--- src/rtl/dcache_port_ctrl_if.sv ---
// SQ/LSU-facing and memory-facing signal bundle for dcache_port_ctrl.
// slave is the controller's view; master is the environment (SQ, LSU, memory).
interface dcache_port_ctrl_if;
  logic        st_valid;
  logic [31:0] st_addr;
  logic [31:0] st_value;
  logic [1:0]  st_size;
  logic        dcache_store_stall;
  logic        ld_valid;
  logic [31:0] ld_addr;
  logic        ld_resp_valid;
  logic [31:0] ld_resp_data;
  logic        mem_req_valid;
  logic        mem_req_ready;
  logic        mem_req_we;
  logic [31:0] mem_req_addr;
  logic [63:0] mem_req_wdata;
  logic [7:0]  mem_req_be;
  logic        mem_resp_valid;
  logic [63:0] mem_resp_data;

  modport slave (
    input  st_valid, st_addr, st_value, st_size, ld_valid, ld_addr,
    input  mem_req_ready, mem_resp_valid, mem_resp_data,
    output dcache_store_stall, ld_resp_valid, ld_resp_data,
    output mem_req_valid, mem_req_we, mem_req_addr, mem_req_wdata, mem_req_be
  );

  modport master (
    output st_valid, st_addr, st_value, st_size, ld_valid, ld_addr,
    output mem_req_ready, mem_resp_valid, mem_resp_data,
    input  dcache_store_stall, ld_resp_valid, ld_resp_data,
    input  mem_req_valid, mem_req_we, mem_req_addr, mem_req_wdata, mem_req_be
  );
endinterface

--- src/rtl/dcache_port_ctrl.sv ---
// Direct-mapped write-through, no-write-allocate data cache with a single-outstanding-read
// memory port. Define DCACHE_PORT_STATS_EN to add saturating hit/miss/store counters.
module dcache_port_ctrl #(
  parameter int unsigned NUM_LINES  = 32,
  parameter int unsigned LINE_BYTES = 8
) (
  input  logic                clock,
  input  logic                reset,
`ifdef DCACHE_PORT_STATS_EN
  output logic [31:0]         stat_ld_hit,
  output logic [31:0]         stat_ld_miss,
  output logic [31:0]         stat_st,
`endif
  dcache_port_ctrl_if.slave   bus
);
  localparam int unsigned OffW = $clog2(LINE_BYTES);
  localparam int unsigned IdxW = $clog2(NUM_LINES);
  localparam int unsigned TagW = 32 - OffW - IdxW;

  typedef enum logic [1:0] {StIdle, StRdReq, StRdWait, StRdDone} state_e;

  state_e               state_q, state_d;
  logic [NUM_LINES-1:0] valid_q, valid_d;
  logic [31:2]          miss_addr_q, miss_addr_d;
  logic [TagW-1:0]      tag_q [NUM_LINES];
  logic [63:0]          data_q [NUM_LINES];

  logic [IdxW-1:0] st_idx, ld_idx, miss_idx, wr_idx;
  logic            st_hit, ld_hit, is_idle, st_accept, ld_hit_resp, ld_miss, fill, wr_en;
  logic [7:0]      st_be;
  logic [63:0]     st_wdata, line_d;
  logic            unused_ld_lsb;

  assign unused_ld_lsb = ^bus.ld_addr[1:0];

  assign st_idx   = bus.st_addr[OffW +: IdxW];
  assign ld_idx   = bus.ld_addr[OffW +: IdxW];
  assign miss_idx = miss_addr_q[OffW +: IdxW];
  assign st_hit   = valid_q[st_idx] && (tag_q[st_idx] == bus.st_addr[31 -: TagW]);
  assign ld_hit   = valid_q[ld_idx] && (tag_q[ld_idx] == bus.ld_addr[31 -: TagW]);

  assign is_idle     = (state_q == StIdle) && !reset;
  assign st_accept   = is_idle && bus.st_valid && bus.mem_req_ready;
  assign ld_hit_resp = is_idle && bus.ld_valid && ld_hit;
  assign ld_miss     = is_idle && bus.ld_valid && !ld_hit;
  assign fill        = (state_q == StRdWait) && bus.mem_resp_valid && !reset;

  // Replicating the value across the line puts it in every candidate lane; be selects one.
  always_comb begin
    st_be    = '0;
    st_wdata = {2{bus.st_value}};
    unique case (bus.st_size)
      2'd0: begin
        st_be    = 8'h01 << bus.st_addr[2:0];
        st_wdata = {8{bus.st_value[7:0]}};
      end
      2'd1: begin
        st_be    = 8'h03 << {bus.st_addr[2:1], 1'b0};
        st_wdata = {4{bus.st_value[15:0]}};
      end
      2'd2:    st_be = 8'h0F << {bus.st_addr[2], 2'b00};
      default: st_be = '0;
    endcase
  end

  always_comb begin
    bus.dcache_store_stall = bus.st_valid && !st_accept && !reset;
    bus.ld_resp_valid      = 1'b0;
    bus.ld_resp_data       = '0;
    if (!reset && state_q == StRdDone) begin
      bus.ld_resp_valid = 1'b1;
      bus.ld_resp_data  = miss_addr_q[2] ? data_q[miss_idx][63:32] : data_q[miss_idx][31:0];
    end else if (ld_hit_resp) begin
      // Reads the pre-store line; same-word forwarding is the SQ's job.
      bus.ld_resp_valid = 1'b1;
      bus.ld_resp_data  = bus.ld_addr[2] ? data_q[ld_idx][63:32] : data_q[ld_idx][31:0];
    end

    bus.mem_req_valid = 1'b0;
    bus.mem_req_we    = 1'b0;
    bus.mem_req_addr  = '0;
    bus.mem_req_wdata = '0;
    bus.mem_req_be    = '0;
    if (!reset) begin
      if (state_q == StIdle && bus.st_valid) begin
        bus.mem_req_valid = 1'b1;
        bus.mem_req_we    = 1'b1;
        bus.mem_req_addr  = bus.st_addr;
        bus.mem_req_wdata = st_wdata;
        bus.mem_req_be    = st_be;
      end else if (state_q == StRdReq) begin
        bus.mem_req_valid = 1'b1;
        bus.mem_req_addr  = {miss_addr_q[31:3], 3'b000};
      end
    end
  end

  always_comb begin
    state_d     = state_q;
    miss_addr_d = miss_addr_q;
    valid_d     = valid_q;
    wr_en       = 1'b0;
    wr_idx      = st_idx;
    line_d      = data_q[st_idx];
    for (int i = 0; i < 8; i++) begin
      if (st_be[i]) line_d[8*i +: 8] = st_wdata[8*i +: 8];
    end
    if (st_accept && st_hit && (st_be != 8'h00)) wr_en = 1'b1;

    unique case (state_q)
      StIdle: begin
        if (ld_miss) begin
          state_d     = StRdReq;
          miss_addr_d = bus.ld_addr[31:2];
        end
      end
      StRdReq:  if (bus.mem_req_ready) state_d = StRdWait;
      StRdWait: if (bus.mem_resp_valid) state_d = StRdDone;
      StRdDone: state_d = StIdle;
      default:  state_d = StIdle;
    endcase

    if (fill) begin
      wr_en            = 1'b1;
      wr_idx           = miss_idx;
      line_d           = bus.mem_resp_data;
      valid_d[miss_idx] = 1'b1;
    end
  end

`ifdef DCACHE_PORT_STATS_EN
  logic [31:0] stat_ld_hit_q, stat_ld_hit_d;
  logic [31:0] stat_ld_miss_q, stat_ld_miss_d;
  logic [31:0] stat_st_q, stat_st_d;

  always_comb begin
    stat_ld_hit_d  = stat_ld_hit_q;
    stat_ld_miss_d = stat_ld_miss_q;
    stat_st_d      = stat_st_q;
    if (ld_hit_resp && stat_ld_hit_q != 32'hFFFF_FFFF) stat_ld_hit_d = stat_ld_hit_q + 32'd1;
    if (ld_miss && stat_ld_miss_q != 32'hFFFF_FFFF)    stat_ld_miss_d = stat_ld_miss_q + 32'd1;
    if (st_accept && stat_st_q != 32'hFFFF_FFFF)       stat_st_d = stat_st_q + 32'd1;
  end

  assign stat_ld_hit  = stat_ld_hit_q;
  assign stat_ld_miss = stat_ld_miss_q;
  assign stat_st      = stat_st_q;
`endif

  always_ff @(posedge clock) begin
    if (reset) begin
      state_q     <= StIdle;
      valid_q     <= '0;
      miss_addr_q <= '0;
`ifdef DCACHE_PORT_STATS_EN
      stat_ld_hit_q  <= '0;
      stat_ld_miss_q <= '0;
      stat_st_q      <= '0;
`endif
    end else begin
      state_q     <= state_d;
      valid_q     <= valid_d;
      miss_addr_q <= miss_addr_d;
`ifdef DCACHE_PORT_STATS_EN
      stat_ld_hit_q  <= stat_ld_hit_d;
      stat_ld_miss_q <= stat_ld_miss_d;
      stat_st_q      <= stat_st_d;
`endif
    end
  end

  // Line storage needs no reset: valid_q gates every use of it.
  always_ff @(posedge clock) begin
    if (wr_en) data_q[wr_idx] <= line_d;
    if (fill)  tag_q[miss_idx] <= miss_addr_q[31 -: TagW];
  end
endmodule

--- src/flat_wrapper.sv ---
// flat-port wrapper written by rule: the top's interface ports become plain ports
module dcache_port_ctrl_flat 
#(
  parameter int unsigned NUM_LINES  = 32,
  parameter int unsigned LINE_BYTES = 8
)
  (clock, reset, bus_st_valid, bus_st_addr, bus_st_value, bus_st_size, bus_ld_valid, bus_ld_addr, bus_mem_req_ready, bus_mem_resp_valid, bus_mem_resp_data, bus_dcache_store_stall, bus_ld_resp_valid, bus_ld_resp_data, bus_mem_req_valid, bus_mem_req_we, bus_mem_req_addr, bus_mem_req_wdata, bus_mem_req_be);
  dcache_port_ctrl_if bus_i ();
  input  logic clock;
  input  logic reset;
  input wire logic [$bits(bus_i.st_valid)-1:0] bus_st_valid;
  input wire logic [$bits(bus_i.st_addr)-1:0] bus_st_addr;
  input wire logic [$bits(bus_i.st_value)-1:0] bus_st_value;
  input wire logic [$bits(bus_i.st_size)-1:0] bus_st_size;
  input wire logic [$bits(bus_i.ld_valid)-1:0] bus_ld_valid;
  input wire logic [$bits(bus_i.ld_addr)-1:0] bus_ld_addr;
  input wire logic [$bits(bus_i.mem_req_ready)-1:0] bus_mem_req_ready;
  input wire logic [$bits(bus_i.mem_resp_valid)-1:0] bus_mem_resp_valid;
  input wire logic [$bits(bus_i.mem_resp_data)-1:0] bus_mem_resp_data;
  output wire logic [$bits(bus_i.dcache_store_stall)-1:0] bus_dcache_store_stall;
  output wire logic [$bits(bus_i.ld_resp_valid)-1:0] bus_ld_resp_valid;
  output wire logic [$bits(bus_i.ld_resp_data)-1:0] bus_ld_resp_data;
  output wire logic [$bits(bus_i.mem_req_valid)-1:0] bus_mem_req_valid;
  output wire logic [$bits(bus_i.mem_req_we)-1:0] bus_mem_req_we;
  output wire logic [$bits(bus_i.mem_req_addr)-1:0] bus_mem_req_addr;
  output wire logic [$bits(bus_i.mem_req_wdata)-1:0] bus_mem_req_wdata;
  output wire logic [$bits(bus_i.mem_req_be)-1:0] bus_mem_req_be;
  assign bus_i.st_valid = bus_st_valid;
  assign bus_i.st_addr = bus_st_addr;
  assign bus_i.st_value = bus_st_value;
  assign bus_i.st_size = bus_st_size;
  assign bus_i.ld_valid = bus_ld_valid;
  assign bus_i.ld_addr = bus_ld_addr;
  assign bus_i.mem_req_ready = bus_mem_req_ready;
  assign bus_i.mem_resp_valid = bus_mem_resp_valid;
  assign bus_i.mem_resp_data = bus_mem_resp_data;
  assign bus_dcache_store_stall = bus_i.dcache_store_stall;
  assign bus_ld_resp_valid = bus_i.ld_resp_valid;
  assign bus_ld_resp_data = bus_i.ld_resp_data;
  assign bus_mem_req_valid = bus_i.mem_req_valid;
  assign bus_mem_req_we = bus_i.mem_req_we;
  assign bus_mem_req_addr = bus_i.mem_req_addr;
  assign bus_mem_req_wdata = bus_i.mem_req_wdata;
  assign bus_mem_req_be = bus_i.mem_req_be;
  dcache_port_ctrl #(.NUM_LINES(NUM_LINES), .LINE_BYTES(LINE_BYTES)) u_core (.clock(clock), .reset(reset), .bus(bus_i));
endmodule
--- config.mk ---
export PLATFORM = sky130hd
export DESIGN_NAME = dcache_port_ctrl_flat
export DESIGN_NICKNAME = d
export VERILOG_FILES = /design/src/rtl/dcache_port_ctrl_if.sv /design/src/rtl/dcache_port_ctrl.sv /design/src/flat_wrapper.sv
export SDC_FILE = /design/constraint.sdc
export NUM_CORES = 2
export LEC_CHECK = 0
export BUFFER_PORTS_ARGS = -buffer_cell sky130_fd_sc_hd__clkbuf_2
export CORE_MARGIN = 3
export CORE_UTILIZATION = 52
export CTS_BUF_LIST = sky130_fd_sc_hd__clkbuf_8
export DETAILED_ROUTE_END_ITERATION = 10
export PLACE_DENSITY = 0.76
export RECOVER_POWER = 100
export SKIP_LAST_GASP = 1
export SLEW_MARGIN = 20
export SYNTH_ARGS = -nofsm -noshare
export SYNTH_HDL_FRONTEND = slang
export SYNTH_SLANG_ARGS = --single-unit
--- constraint.sdc ---
create_clock -name clock -period 14.3 [get_ports clock]
set_input_delay 1.43 -clock clock [delete_from_list [all_inputs] [get_ports clock]]
set_output_delay 1.43 -clock clock [all_outputs]
set_load 0.01 [all_outputs]
==> impl_metrics.json <==
{
  "finalWirelength_um": 494000,
  "arrival_ns": 12.60,
  "crit_chain": "clkbuf_1 > inv_1 > clkbuf_1 > and3_1 > nor3_1 > nand4_1 > nor4_1 > clkbuf_1 > and2_0 > a21boi_2 > nor2_1 > clkbuf_1",
  "first_pass_iters": 6,
  "seq_area_frac_synth_pct": 56.77,
  "finalSetupViolCount": 0,
  "drtIter0Drc": 17700,
  "antenna_found_initial": 30,
  "setup_tns_ns": 0,
  "max_stage_delay_ns": 2.08,
  "grt_max_degree": 158,
  "rows": 197,
  "clock_latency_ns": 1.13,
  "cp-end-kind": "flip-flop",
  "area_growth_pct": 9.495,
  "synthCells": 7368,
  "slew_headroom_pct": -230.7,
  "timing.max_cap.violations": 115,
  "layout_common_cells": "edfxtp_1 (2,816), mux4_2 (2,349), clkbuf_8 (473)",
  "numClockSinks": 2885,
  "period_needed_ns": 11.99,
  "ys_types": 68,
  "cts_tree": "built",
  "layout.cells.non_filler": 12000,
  "grt_pass1_vias": 91710,
  "synth-seq-cells": 2885,
  "critPathLaunch": "reset",
  "powerDensity_mw_per_mm2": 123.6,
  "finalMaxSlewViolations": 2926,
  "io_buffers": 305,
  "cp_slowest_cell": "nor2_1",
  "grt_pass1_wl_um": 694400,
  "status": "finished with violations",
  "hold_violations": 0,
  "dp_hpwl_um": 273300,
  "synth-edff-count": 2816,
  "gp_congestion": 0.8881,
  "hp-class": "reg -> reg",
  "cts_htree_levels": 5,
  "ys_top_cells_by_area": "edfxtp_1 (56%), mux4_2 (35%), mux2i_1 (1.9%), dfxtp_1 (0.91%), clkbuf_1 (0.80%)",
  "ys.flop_type": "edfxtp_1",
  "cp_num_buf_inv": 5,
  "holdBufCountCts": 0,
  "timing.critical_path.max_delay_family": "buffers and inverters",
  "pin_count": 308,
  "crit_path_start_kind": "input port",
  "die_h_um": 545.6,
  "hold_slack_ns": 0.4998,
  "synth_area_sq_mm": 0.1514,
  "grt.total_usage_pct": 32.87,
  "cts_resized": 0,
  "yosysWarnings": 0,
  "syn-mean-instance-area_sq_um": 20.55,
  "worst_pin_slew_ns": 4.960,
  "overflow": 0,
  "period_share_pct": 83.85,
  "cp_common_cell": "clkbuf_1",
  "async_reset_ff_share_pct": 0,
  "initial_core_util_pct": 52.40,
  "wl_per_cell_um": 41.15,
  "die_w_um": 545.6,
  "violations": "max-capacitance violations, max-slew violations",
  "finalClockSkew_ns": 0.1388,
  "syn_nets": 7541,
  "drive_gt1_share_pct": 42.37,
  "vias": 92120,
  "antenna_left": 0,
  "clk_pin_slew_ns": 0.06,
  "layout_commonest_cell": "edfxtp_1",
  "hp-start": "u_core.valid_q[17]$_SDFFE_PP0P_",
  "dp_cells": 11120,
  "clockBufferDepth": 4,
  "layout.nets": 7883,
  "fp.coreArea_sq_mm": 0.2889,
  "path_max_fanout": 37,
  "rsz0062_at_grt": "no",
  "synth_top_cell_by_area": "edfxtp_1",
  "drcViolationCount": 0,
  "crit_required_ns": 14.91,
  "cts-buffers-inserted": 466,
  "cts_setup_buffers": 0,
  "ir_worst_vdd_v": 0.00008226,
  "r2r_start": "u_core.state_q[0]$_SDFFE_PP0P_",
  "criticalPathCategory": "in -> reg",
  "leakage_nw": 51.25,
  "fmax_mhz": 83.40,
  "synth_top_area_share_pct": 55.86,
  "cts_root_buf": "clkbuf_8",
  "vias_per_cell": 7.674,
  "die_area_sq_mm": 0.2976
}
[metal layers]
| layer | vias to the layer above | routed length (um) | global-route usage [%] |
|---|---|---|---|
| met5 | - | 144 | 0 |
| met4 | 22 | 29720 | 17.58 |
| met3 | 1481 | 76820 | 10.79 |
| met2 | 8683 | 225600 | 48.58 |
| met1 | 48340 | 161700 | 43.77 |
| li1 | 33600 | - | - |
[logic make-up (layout without fill, tap and decap cells)]
logic type	Yosys count	in the layout	share of synthesized area, %
DFF	2885	2885	56.77
muxes	2689	2689	37.24
buffers and inverters	716	1441	2.123
and+or+nand+nor	628	628	1.875
AOI/OAI and AO/OA	393	393	1.643
xor gates and xnor gates	52	52	0.3009
adders and majority gates	5	5	0.04133
other	0	31	0
[where the power goes]
part,switching (W),total (W),internal [W]
Sequential,0.000257,0.0100,0.00979
Combinational,0.00191,0.00345,0.00154
Clock,0.00351,0.00699,0.00349
Total,0.00568,0.0205,0.0148
[registers in the layout (all words and copies together) (netlist names), named ones only]
| signal | count |
|---|---|
| u_core.miss_addr_q | 30 |
| u_core.state_q | 2 |
| u_core.tag_q | 768 |
| u_core.valid_q | 32 |
| u_core.data_q | 2048 |
[worst register-to-register path: stages, from the launching register on]
cell and delay [ns]:
dfxtp_1 0.33, inv_1 0.13, ha_1 0.24, and2_2 0.16, buf_4 0.58, nand2_1 0.12, clkbuf_1 0.76, nor3_1 1.09
nand4_1 0.27, nor4_1 0.27, clkbuf_1 0.45, and2_0 0.26, a21boi_2 0.20, nor2_1 2.08, clkbuf_1 1.83
[worst paths after layout]
kind                            slack [ns]  cells after the start                               to
worst max register to register        5.07                     14   u_core.data_q[7][29]$_DFFE_PP_
worst min-delay path                  0.50                      2  u_core.valid_q[17]$_SDFFE_PP0P_
worst max-delay path                  2.31                     12   u_core.data_q[7][29]$_DFFE_PP_
worst min register to register        0.50                      2  u_core.valid_q[17]$_SDFFE_PP0P_
[per-stage QoR]
step                      setup WS, ns  util (%)  area (sq um)  total power, W
after floorplan                  6.957         -        151400         0.01248
after global placement           5.104     54.53        157500         0.01354
after detailed placement         5.065     54.53        157500         0.01361
after CTS                        5.288     57.61        166400         0.02048
after global routing             2.689     57.36        165700         0.02108
final                            2.309     57.38        165800         0.02049
[synth_stat cells (5+ instances only)]
library cell,number
a22o_1,32
nand4_1,15
a22oi_1,75
nand3_1,52
a21oi_1,90
or3_1,5
inv_1,18
buf_1,148
dfxtp_1,69
a211oi_1,7
nand2b_1,7
ha_1,5
nand2_1,239
and2_1,20
o21a_1,8
mux2_2,59
nor2b_1,44
xor2_1,9
buf_6,13
a221oi_1,13
edfxtp_1,2816
nor2_1,190
mux2i_1,281
and3_1,18
o21ai_0,131
clkbuf_1,321
buf_4,53
buf_2,157
xnor2_1,43
mux4_2,2349
nand3b_1,7
nor4_1,13
[final cells by class]
class	instances	area, sq um
fill	21030	123100
sequential	2885	85960
multi-input combinational	3767	62560
clock buffer	473	6510
tap	3880	4855
timing repair buffer	569	3324
clock inverter	378	2369
inverter	21	91.34
antenna	31	77.57
Power figures use the tool's default switching activity.
